File: config.mk
export PLATFORM = sky130hd
export DESIGN_NAME = pa_soc_uart_dbg_master
export DESIGN_NICKNAME = d
export VERILOG_FILES = /design/src/rtl/pa_soc_uart_dbg_master.sv
export SDC_FILE = /design/constraint.sdc
export NUM_CORES = 1
export LEC_CHECK = 0
export CELL_PAD_IN_SITES_DETAIL_PLACEMENT = 1
export CELL_PAD_IN_SITES_GLOBAL_PLACEMENT = 2
export CORE_MARGIN = 2
export CORE_UTILIZATION = 33
export DETAILED_ROUTE_END_ITERATION = 8
export PLACE_DENSITY_LB_ADDON = 0.1
export SLEW_MARGIN = 20
export SYNTH_ARGS = -nofsm -noshare
export SYNTH_HDL_FRONTEND = slang
export SYNTH_SLANG_ARGS = --single-unit
File: constraint.sdc
create_clock -name clk_i -period 2.5 [get_ports clk_i]
set_clock_uncertainty 0.2 [all_clocks]
set_input_delay 0.375 -clock clk_i [delete_from_list [all_inputs] [get_ports clk_i]]
set_output_delay 0.375 -clock clk_i [all_outputs]
set_load 0.03 [all_outputs]
File: src/rtl/pa_soc_uart_dbg_master.sv
// UART debug bus initiator: receives 8N1 command frames, performs one
// word read or write on the SoC data bus through a req/gnt handshake and
// returns an ack byte or the read word on the serial transmit pad.
module pa_soc_uart_dbg_master #(
    parameter int CLK_DIV = 434,
    parameter int TIMEOUT = 2000000
) (
    input  logic        clk_i,
    input  logic        rst_n_i,
    input  logic        pad_rxd,
    output logic        pad_txd,
    output logic        bus_req_o,
    input  logic        bus_gnt_i,
    output logic [31:0] addr_o,
    output logic        rd_o,
    output logic        we_o,
    output logic [2:0]  size_o,
    output logic [31:0] data_o,
    input  logic [31:0] data_i,
    output logic        busy_o
);

    localparam int CW  = $clog2(CLK_DIV);
    localparam int TOW = $clog2(TIMEOUT + 1);
    localparam logic [CW-1:0]  DIV_LAST = CW'(CLK_DIV - 1);
    localparam logic [CW-1:0]  DIV_HALF = CW'(CLK_DIV / 2);
    localparam logic [TOW-1:0] TO_MAX   = TOW'(TIMEOUT);

    localparam logic [7:0] CMD_WR  = 8'h57;
    localparam logic [7:0] CMD_RD  = 8'h52;
    localparam logic [7:0] RSP_ACK = 8'h4B;
    localparam logic [7:0] RSP_ERR = 8'h45;

    localparam logic [1:0] RX_IDLE  = 2'd0;
    localparam logic [1:0] RX_START = 2'd1;
    localparam logic [1:0] RX_DATA  = 2'd2;
    localparam logic [1:0] RX_STOP  = 2'd3;

    localparam logic [2:0] S_IDLE   = 3'd0;
    localparam logic [2:0] S_CMD    = 3'd1;
    localparam logic [2:0] S_ADDR   = 3'd2;
    localparam logic [2:0] S_WDATA  = 3'd3;
    localparam logic [2:0] S_REQ    = 3'd4;
    localparam logic [2:0] S_ACC    = 3'd5;
    localparam logic [2:0] S_RDWAIT = 3'd6;
    localparam logic [2:0] S_RESP   = 3'd7;

    // ---------------- receiver ----------------
    logic          r_rxd_s1, r_rxd_s2, r_rxd_d;
    logic [1:0]    r_rx_st;
    logic [CW-1:0] r_rx_cnt;
    logic [2:0]    r_rx_bit;
    logic [7:0]    r_rx_sh;
    logic          r_rx_vld;

    // two-flop synchroniser plus a delayed copy for falling-edge detection
    always_ff @(posedge clk_i or negedge rst_n_i) begin
        if (!rst_n_i) begin
            r_rxd_s1 <= 1'b1;
            r_rxd_s2 <= 1'b1;
            r_rxd_d  <= 1'b1;
        end else begin
            r_rxd_s1 <= pad_rxd;
            r_rxd_s2 <= r_rxd_s1;
            r_rxd_d  <= r_rxd_s2;
        end
    end

    // byte receiver: start re-check at half bit, then sample at bit centres;
    // a byte only becomes valid when its stop bit reads high
    always_ff @(posedge clk_i or negedge rst_n_i) begin
        if (!rst_n_i) begin
            r_rx_st  <= RX_IDLE;
            r_rx_cnt <= '0;
            r_rx_bit <= '0;
            r_rx_sh  <= '0;
            r_rx_vld <= 1'b0;
        end else begin
            r_rx_vld <= 1'b0;
            case (r_rx_st)
                RX_IDLE: begin
                    if (r_rxd_d && !r_rxd_s2) begin
                        r_rx_st  <= RX_START;
                        r_rx_cnt <= '0;
                    end
                end
                RX_START: begin
                    if (r_rx_cnt == DIV_HALF) begin
                        r_rx_cnt <= '0;
                        r_rx_bit <= '0;
                        r_rx_st  <= r_rxd_s2 ? RX_IDLE : RX_DATA;
                    end else begin
                        r_rx_cnt <= r_rx_cnt + 1'b1;
                    end
                end
                RX_DATA: begin
                    if (r_rx_cnt == DIV_LAST) begin
                        r_rx_cnt <= '0;
                        r_rx_sh  <= {r_rxd_s2, r_rx_sh[7:1]};
                        r_rx_bit <= r_rx_bit + 1'b1;
                        if (r_rx_bit == 3'd7) r_rx_st <= RX_STOP;
                    end else begin
                        r_rx_cnt <= r_rx_cnt + 1'b1;
                    end
                end
                default: begin
                    if (r_rx_cnt == DIV_LAST) begin
                        r_rx_cnt <= '0;
                        r_rx_st  <= RX_IDLE;
                        r_rx_vld <= r_rxd_s2;
                    end else begin
                        r_rx_cnt <= r_rx_cnt + 1'b1;
                    end
                end
            endcase
        end
    end

    // ---------------- transmitter ----------------
    logic          r_tx_act;
    logic [8:0]    r_tx_sh;
    logic [3:0]    r_tx_bit;
    logic [CW-1:0] r_tx_cnt;
    logic          r_txd;
    logic          w_tx_end, w_tx_rdy, w_tx_load;
    logic [7:0]    w_tx_data;

    // the next byte may be loaded in the last cycle of a stop bit so that
    // response bytes follow each other with no idle gap
    assign w_tx_end = r_tx_act && (r_tx_cnt == DIV_LAST) && (r_tx_bit == 4'd9);
    assign w_tx_rdy = !r_tx_act || w_tx_end;

    // shift out start, 8 data bits LSB first, stop; line held high when idle
    always_ff @(posedge clk_i or negedge rst_n_i) begin
        if (!rst_n_i) begin
            r_tx_act <= 1'b0;
            r_tx_sh  <= '1;
            r_tx_bit <= '0;
            r_tx_cnt <= '0;
            r_txd    <= 1'b1;
        end else if (w_tx_load) begin
            r_tx_act <= 1'b1;
            r_tx_sh  <= {1'b1, w_tx_data};
            r_tx_bit <= '0;
            r_tx_cnt <= '0;
            r_txd    <= 1'b0;
        end else if (r_tx_act) begin
            if (r_tx_cnt == DIV_LAST) begin
                r_tx_cnt <= '0;
                if (r_tx_bit == 4'd9) begin
                    r_tx_act <= 1'b0;
                end else begin
                    r_tx_bit <= r_tx_bit + 1'b1;
                    r_txd    <= r_tx_sh[0];
                    r_tx_sh  <= {1'b1, r_tx_sh[8:1]};
                end
            end else begin
                r_tx_cnt <= r_tx_cnt + 1'b1;
            end
        end
    end

    assign pad_txd = r_txd;

    // ---------------- frame / bus FSM ----------------
    logic [2:0]     r_st;
    logic           r_is_wr, r_err;
    logic [1:0]     r_idx;
    logic [31:0]    r_addr, r_wdata, r_rdata;
    logic           r_bus_req;
    logic [2:0]     r_resp_idx;
    logic [TOW-1:0] r_to_cnt;
    logic           w_collect, w_timeout, w_strobe;
    logic [2:0]     w_resp_len;

    assign w_collect  = (r_st == S_CMD) || (r_st == S_ADDR) || (r_st == S_WDATA);
    assign w_timeout  = (r_to_cnt == TO_MAX);
    assign w_strobe   = (r_st == S_REQ) && bus_gnt_i;
    assign w_resp_len = (r_err || r_is_wr) ? 3'd1 : 3'd4;
    assign w_tx_load  = (r_st == S_RESP) && (r_resp_idx != w_resp_len) && w_tx_rdy;

    // response byte: error code, write ack, or read word MSB first
    always_comb begin
        w_tx_data = RSP_ERR;
        if (!r_err) begin
            if (r_is_wr) begin
                w_tx_data = RSP_ACK;
            end else begin
                case (r_resp_idx[1:0])
                    2'd0:    w_tx_data = r_rdata[31:24];
                    2'd1:    w_tx_data = r_rdata[23:16];
                    2'd2:    w_tx_data = r_rdata[15:8];
                    default: w_tx_data = r_rdata[7:0];
                endcase
            end
        end
    end

    // inter-byte idle counter; runs only while a frame is being collected
    // and the receiver is idle, saturating at the limit
    always_ff @(posedge clk_i or negedge rst_n_i) begin
        if (!rst_n_i) begin
            r_to_cnt <= '0;
        end else if (!w_collect || (r_rx_st != RX_IDLE) || r_rx_vld) begin
            r_to_cnt <= '0;
        end else if (!w_timeout) begin
            r_to_cnt <= r_to_cnt + 1'b1;
        end
    end

    // frame sequencing and bus handshake; address and write data only
    // change while bytes are being collected, so they are stable under req
    always_ff @(posedge clk_i or negedge rst_n_i) begin
        if (!rst_n_i) begin
            r_st       <= S_IDLE;
            r_is_wr    <= 1'b0;
            r_err      <= 1'b0;
            r_idx      <= '0;
            r_addr     <= '0;
            r_wdata    <= '0;
            r_rdata    <= '0;
            r_bus_req  <= 1'b0;
            r_resp_idx <= '0;
        end else begin
            case (r_st)
                S_IDLE: begin
                    if (r_rx_vld) begin
                        r_is_wr <= (r_rx_sh == CMD_WR);
                        r_err   <= (r_rx_sh != CMD_WR) && (r_rx_sh != CMD_RD);
                        r_idx   <= '0;
                        r_st    <= S_CMD;
                    end
                end
                S_CMD: begin
                    r_resp_idx <= '0;
                    r_st       <= r_err ? S_RESP : S_ADDR;
                end
                S_ADDR: begin
                    if (w_timeout) begin
                        r_st <= S_IDLE;
                    end else if (r_rx_vld) begin
                        r_addr <= {r_addr[23:0], r_rx_sh};
                        r_idx  <= r_idx + 1'b1;
                        if (r_idx == 2'd3) begin
                            if (r_is_wr) begin
                                r_st <= S_WDATA;
                            end else begin
                                r_st      <= S_REQ;
                                r_bus_req <= 1'b1;
                            end
                        end
                    end
                end
                S_WDATA: begin
                    if (w_timeout) begin
                        r_st <= S_IDLE;
                    end else if (r_rx_vld) begin
                        r_wdata <= {r_wdata[23:0], r_rx_sh};
                        r_idx   <= r_idx + 1'b1;
                        if (r_idx == 2'd3) begin
                            r_st      <= S_REQ;
                            r_bus_req <= 1'b1;
                        end
                    end
                end
                S_REQ: begin
                    if (bus_gnt_i) r_st <= S_ACC;
                end
                S_ACC: begin
                    if (r_is_wr) begin
                        r_st      <= S_RESP;
                        r_bus_req <= 1'b0;
                    end else begin
                        // synchronous-read slave: data valid the cycle after rd_o
                        r_rdata <= data_i;
                        r_st    <= S_RDWAIT;
                    end
                end
                S_RDWAIT: begin
                    r_st      <= S_RESP;
                    r_bus_req <= 1'b0;
                end
                default: begin
                    if (w_tx_load) r_resp_idx <= r_resp_idx + 1'b1;
                    if ((r_resp_idx == w_resp_len) && w_tx_end) r_st <= S_IDLE;
                end
            endcase
        end
    end

    assign bus_req_o = r_bus_req;
    assign rd_o      = w_strobe && !r_is_wr;
    assign we_o      = w_strobe && r_is_wr;
    assign addr_o    = r_addr;
    assign data_o    = r_wdata;
    assign size_o    = 3'b010;
    assign busy_o    = (r_st != S_IDLE);

endmodule

# Word level (Yosys, flattened, before mapping)
# Index checks and enable logic that the tools add are counted.
# W data, S select, Z words.
# word_totals
mem_bits_rw	0
output_inout_bits	72
rom_bits	0
memories	0
register_bits	178
in_bits	36
word_cells	195
latchBits	0
# classes
n_bitwise	3
n_div	0
eq_ne	45
n_reduce_logical	48
mul	0
shift	0
order_cmp	0
add_sub_neg	7
n_mux	69
# ops
cell	n
$mux W9	10
$mux W3	15
$mux W21	2
$ne A2 B2 Y1 const B	14
$pmux W8 S3	1
$add A21 B1 Y21 const B	1
$eq A21 B21 Y1 const B	1
$pmux W3 S7	1
$mux W1	19
$add A9 B1 Y9 const B	2
$eq A9 B9 Y1 const B	2
$mux W2	9
$pmux W9 S2	1
$mux W4	4
$mux W8	2
$ne A8 B7 Y1 const B	2
$eq A3 B3 Y1 const B	5
$pmux W3 S2	2
$reduce_and A3 Y1	4
$reduce_bool A2 Y1	6
$logic_and A1 B1 Y1	10
$eq A9 B8 Y1 const B	1
$reduce_and A9 Y1	1
$eq A8 B7 Y1 const B	1
other kinds (31)	56

# Longest topological paths before layout
# logic_depth
word_depth	7
mapped_depth	8
depth_no_buf	7

# Worst setup path before layout
# No wires, ideal clock.
# synth_timing
path_kind	reg-to-reg
start	register r_to_cnt[0]
end	register r_wdata[10] (netlist: data_o[10])
setup_time_ps	125
path_buffers	1
period_less_slack_ps	2733
path_stages_with_launch	9
t_arrival_ps	2408
slack_ps	-233
t_required_ps	2175
path_cell_list	dfrtp_1 inv_1 ha_1 or4b_1 or4_1 or2_4 nand4_2 buf_6 mux2_2
# synth_via
elab_chain_cells	3
# synth_rtl
item	line_no	source
from (decl)	172	logic [TOW-1:0] r_to_cnt;
from (signal assigned)	207	r_to_cnt <= r_to_cnt + 1'b1;
$eq A21 B21 Y1	177	assign w_timeout = (r_to_cnt == TO_MAX);
$not A1 Y1 (no line)	--	
$reduce_and A3 Y1 (no line)	--	
to (signal assigned)	258	r_wdata <= {r_wdata[23:0], r_rx_sh};
to (decl)	169	logic [31:0] r_addr, r_wdata, r_rdata;
# Every way passes these cells.
# A chain may end at the register's enable or synchronous reset.

# Worst setup path in the final report
# layout_timing
start	register r_to_cnt[0]
end	register r_wdata[8] (netlist: data_o[8])
# Same word-level chain as after synthesis.

==> summary by stage <==
Global routing
The number of antenna violations at the first check in global routing came to 0. The most heavily used metal layer in global routing is met2. The met1 track demand over resource in global routing is 20.9%. The aggregate global routing overflow is 0. For met2 alone, demand over resource in global routing was 29.2%. The global routing usage summed across all routing layers is 16.6%. The met3 routing resource usage after global routing is 3.55%. The first global-routing pass estimated 34800 um of wire.

The maximum number of pins on one net before global-route repair is 57. The via count of the first global-routing pass is 6617.

Power
Of the total power, combinational logic draws 6.1%. The switching power total is 1.68 mW. The final total power is 6.22 mW. The maximum vdd ir drop is 0.000320 V. Per report_power, the sequential group accounts for 49.5% of the total. The total internal power is 4.55 mW. The leakage dissipation is 4.97 nW. The clock network fraction of total power is 44.4%.

In this run switching power makes up 26.9% of total power. Dividing total power by cell area gives a power density of 565 nW/um2.

Setup path
STA puts the critical path data required time at 2.62 ns. The largest individual stage delay along the critical path comes from the cell or4_4. The startpoint class of the critical path is a flop. The critical path capture point type is a flop. The startpoint identified for the worst register-to-register timing path is r_to_cnt[0]. The number of cells on the worst reg-to-reg path is 8. Data arrives at the worst endpoint at 2.86 ns. The signal on the critical path passes through inv_2 -> ha_4 -> or4b_1 -> or4_4 -> or2_4 -> nand4_4 -> clkbuf_16 -> mux2_2. The source of the critical timing path is r_to_cnt[0].

Of all nets on the critical path, the largest fanout is 6. The start-to-end type of the worst setup path is reg -> reg. On the worst path, the slowest cell contributes a delay of 0.43 ns.

Place
Timing analysis after detailed placement gives a worst setup slack of -0.249 ns. The number of cells in the design after placement is 1145. The count of input and output buffers is 104. The congestion estimate from routability-driven global placement came to 0.779. The instance area after placement is 9950 um2.

The total half-perimeter wirelength after legalization and detailed placement is 14700 um.

Timing
The final critical-path share of the clock period is 110%. Setup violations remaining at the end of the flow were counted as 73. After layout, the worst setup slack is -0.242 ns. The shortest period the worst path allows is 2.74 ns. The pin slew with the least headroom to its limit is 0.641 ns.

The hold slack is 0.138 ns. The number of max-slew violations in the final report came to 0. Setup repair after global routing could not meet its margin everywhere. The worst slew margin relative to its limit is 56.9%. The final-layout setup total negative slack is -14.23 ns. The number of hold violations in the final report came to 0. For this run, the top clock speed supported by timing is 0.365 GHz.

Clocking
In this run the number of H-tree levels came out at 4. Clock tree synthesis inserted a total of 17 buffers. The sink count of the clock tree is 177.

CTS placed an instance of clkbuf_16 at the clock tree root. At the later pin of the worst-skew pair, clock insertion delay measures 0.44 ns. The post-CTS clock slew at the launch and capture registers of the worst setup and hold paths is 0.08 ns.

TritonCTS built the clock tree. The longest clock path from root to sink contains 2 buffers.

Logic synthesis
By count the netlist is led by 165 x dfrtp_1, 97 x mux2_2, 43 x nor2_1. The share of the synthesized area in the top cell type is 50.3%. Yosys attributes the largest share of cell area to dfrtp_1 50%, mux2_2 13%, dfstp_2 3.8%. The synthesized flop and latch total is 177. Sequential cells were found to cover 54.2% of the synthesized design area. The gate count of the mapped netlist is 709.

The post-synthesis cell type with the largest combined area is dfrtp_1. In the synthesized netlist the dominant register cell turns out to be dfrtp_1. Yosys mapped a number of flops with a built-in enable equal to 0. The fraction of registers with async set or reset after synthesis is 100%. The post-synthesis instance area is 8210 um2. The Yosys warning count is 0. Yosys instantiated no cell more often than dfrtp_1. The count of cell types in the netlist is 63. The mean post-synth cell area is 11.6 um2.

Die
After floorplanning, the core was divided into 57 placement rows. The die is 162 um tall. After floorplanning, the core was sized to cover 24400 um2. The starting density of the core is 33.6%. The full die area is 26100 um2. The chip width is 162 um. The number of primary I/O pins is 108.

Route
Wires add up to 21300 um. The number of DRC markers after the initial detailed-route iteration is 228. The average wire length per cell after detail routing is 17.9 um. The count of antenna-violating nets left after detailed routing is 0.

The number of DRC violations after detailed routing is 0. The first detailed-routing pass ran for 7 iterations. Dividing the detail-routed via count by the number of cells gives 5.07. Across all layers, the routed design uses 6019 vias.

Min path
The cell depth of the worst min-delay path is 1. In this run the worst hold path is classified as in -> reg. The worst hold path begins at pad_rxd.

Finish
Cells fill 45.1% of the core in the end. The finished cells cover 11000 um2. The number of non-filler instances in the completed layout is 1187. 0 antenna diodes ended up in the layout. The signed area change from the synthesized netlist to the final layout is 34.1%.

After the last flow step, the layout net total stands at 901. In the final layout, the share of cells above drive strength 1 is 26.3%.

Run status
The flow ran to the end, but the final reports show violations. The checks that failed: negative setup slack.

Job
The number of max-capacitance violations reported is 0.
## registers in the layout (all words and copies together) (netlist names), 4 cells and up
signal / count
r_to_cnt: 21
r_rdata: 32
r_rx_sh: 8
r_tx_cnt: 9
r_tx_bit: 4
addr_o: 32
r_rx_cnt: 9
r_tx_sh: 8
data_o: 32
## cell usage in the layout, fill, tap and decap left out, types with 5 or more instances in the layout
cell	count
dfrtp_1	164
clkdlybuf4s50_1	100
mux2_4	60
nor2_1	42
mux2_2	42
nand2_1	41
buf_4	39
o21ai_0	32
a21oi_1	27
inv_1	25
nand3_1	22
clkbuf_16	21
ha_1	14
dfstp_2	12
mux2i_1	11
xor2_1	11
nand2b_1	9
nor3_1	9
o22ai_1	9
buf_12	9
a21o_1	8
or3_1	7
and3_1	7
a31oi_1	7
xnor2_1	7
nor2b_1	6
a22o_1	6
nor4_1	6
nand4_1	6
clkinv_8	6
nand3b_1	5
nor4b_1	5
a222oi_1	5
nor3b_1	5
## kinds of logic after synthesis
group | after synthesis | share of synthesized area (%)
xor gates and xnor gates | 19 | 2.03
DFF | 177 | 54.2
and+or+nand+nor | 195 | 12.8
other | 2 | 0.0915
adders and majority gates | 15 | 2.29
buffers and inverters | 64 | 3.66
muxes | 113 | 15.4
AOI/OAI and AO/OA | 124 | 9.56
## critical path: cells and delay by family (launching register included)
family / cells / cell delay [ns]
and+or+nand+nor: 4 / 1.29
DFF: 1 / 0.39
muxes: 1 / 0.32
buffers and inverters: 2 / 0.28
adders and majority gates: 1 / 0.14
## what timing repair did
action / in CTS / in global routing
hold buffers: 1 / 0
endpoints found under the setup margin: 72 / 83
endpoints found under the hold margin: 47 / 0
gates cloned: 1 / 4
setup buffers: 2 / 2
gates resized for setup: 16 / 54
pin swaps: 2 / 4
## power groups by stage
| stage | clock network [mW] | registers [mW] | logic (mW) |
|---|---|---|---|
| detailed placement | 0 | 3.14 | 0.388 |
| finish | 2.76 | 3.08 | 0.380 |
| CTS | 2.84 | 3.08 | 0.390 |
| global route | 2.96 | 3.11 | 0.436 |
| floorplan | 0 | 3.11 | 0.199 |
| global placement | 0 | 3.13 | 0.374 |
## final timing paths
check	to	slack (ns)
worst max-delay path	data_o[8]	-0.24
worst min-delay path	r_rxd_s1	0.14
worst max register to register	data_o[8]	-0.24
worst min register to register	r_rxd_s2	0.16
max in group asynchronous	r_tx_sh[3]	1.10
min in group asynchronous	r_rdata[30]	0.27
## per-layer routing
layer	vias up	wire length, um
li1	2820	-
met2	68	10800
met4	0	179
met5	-	0
met3	13	583
met1	3118	9750
## layout make-up
| cell class | count | area, um2 |
|---|---|---|
| tap | 324 | 405 |
| clock buffer | 17 | 425 |
| inverter | 27 | 101 |
| clock inverter | 15 | 199 |
| fill | 2587 | 13400 |
| sequential | 177 | 4450 |
| timing repair buffer | 158 | 1670 |
| multi-input combinational | 469 | 3760 |
(Power assumes the default switching activity.)
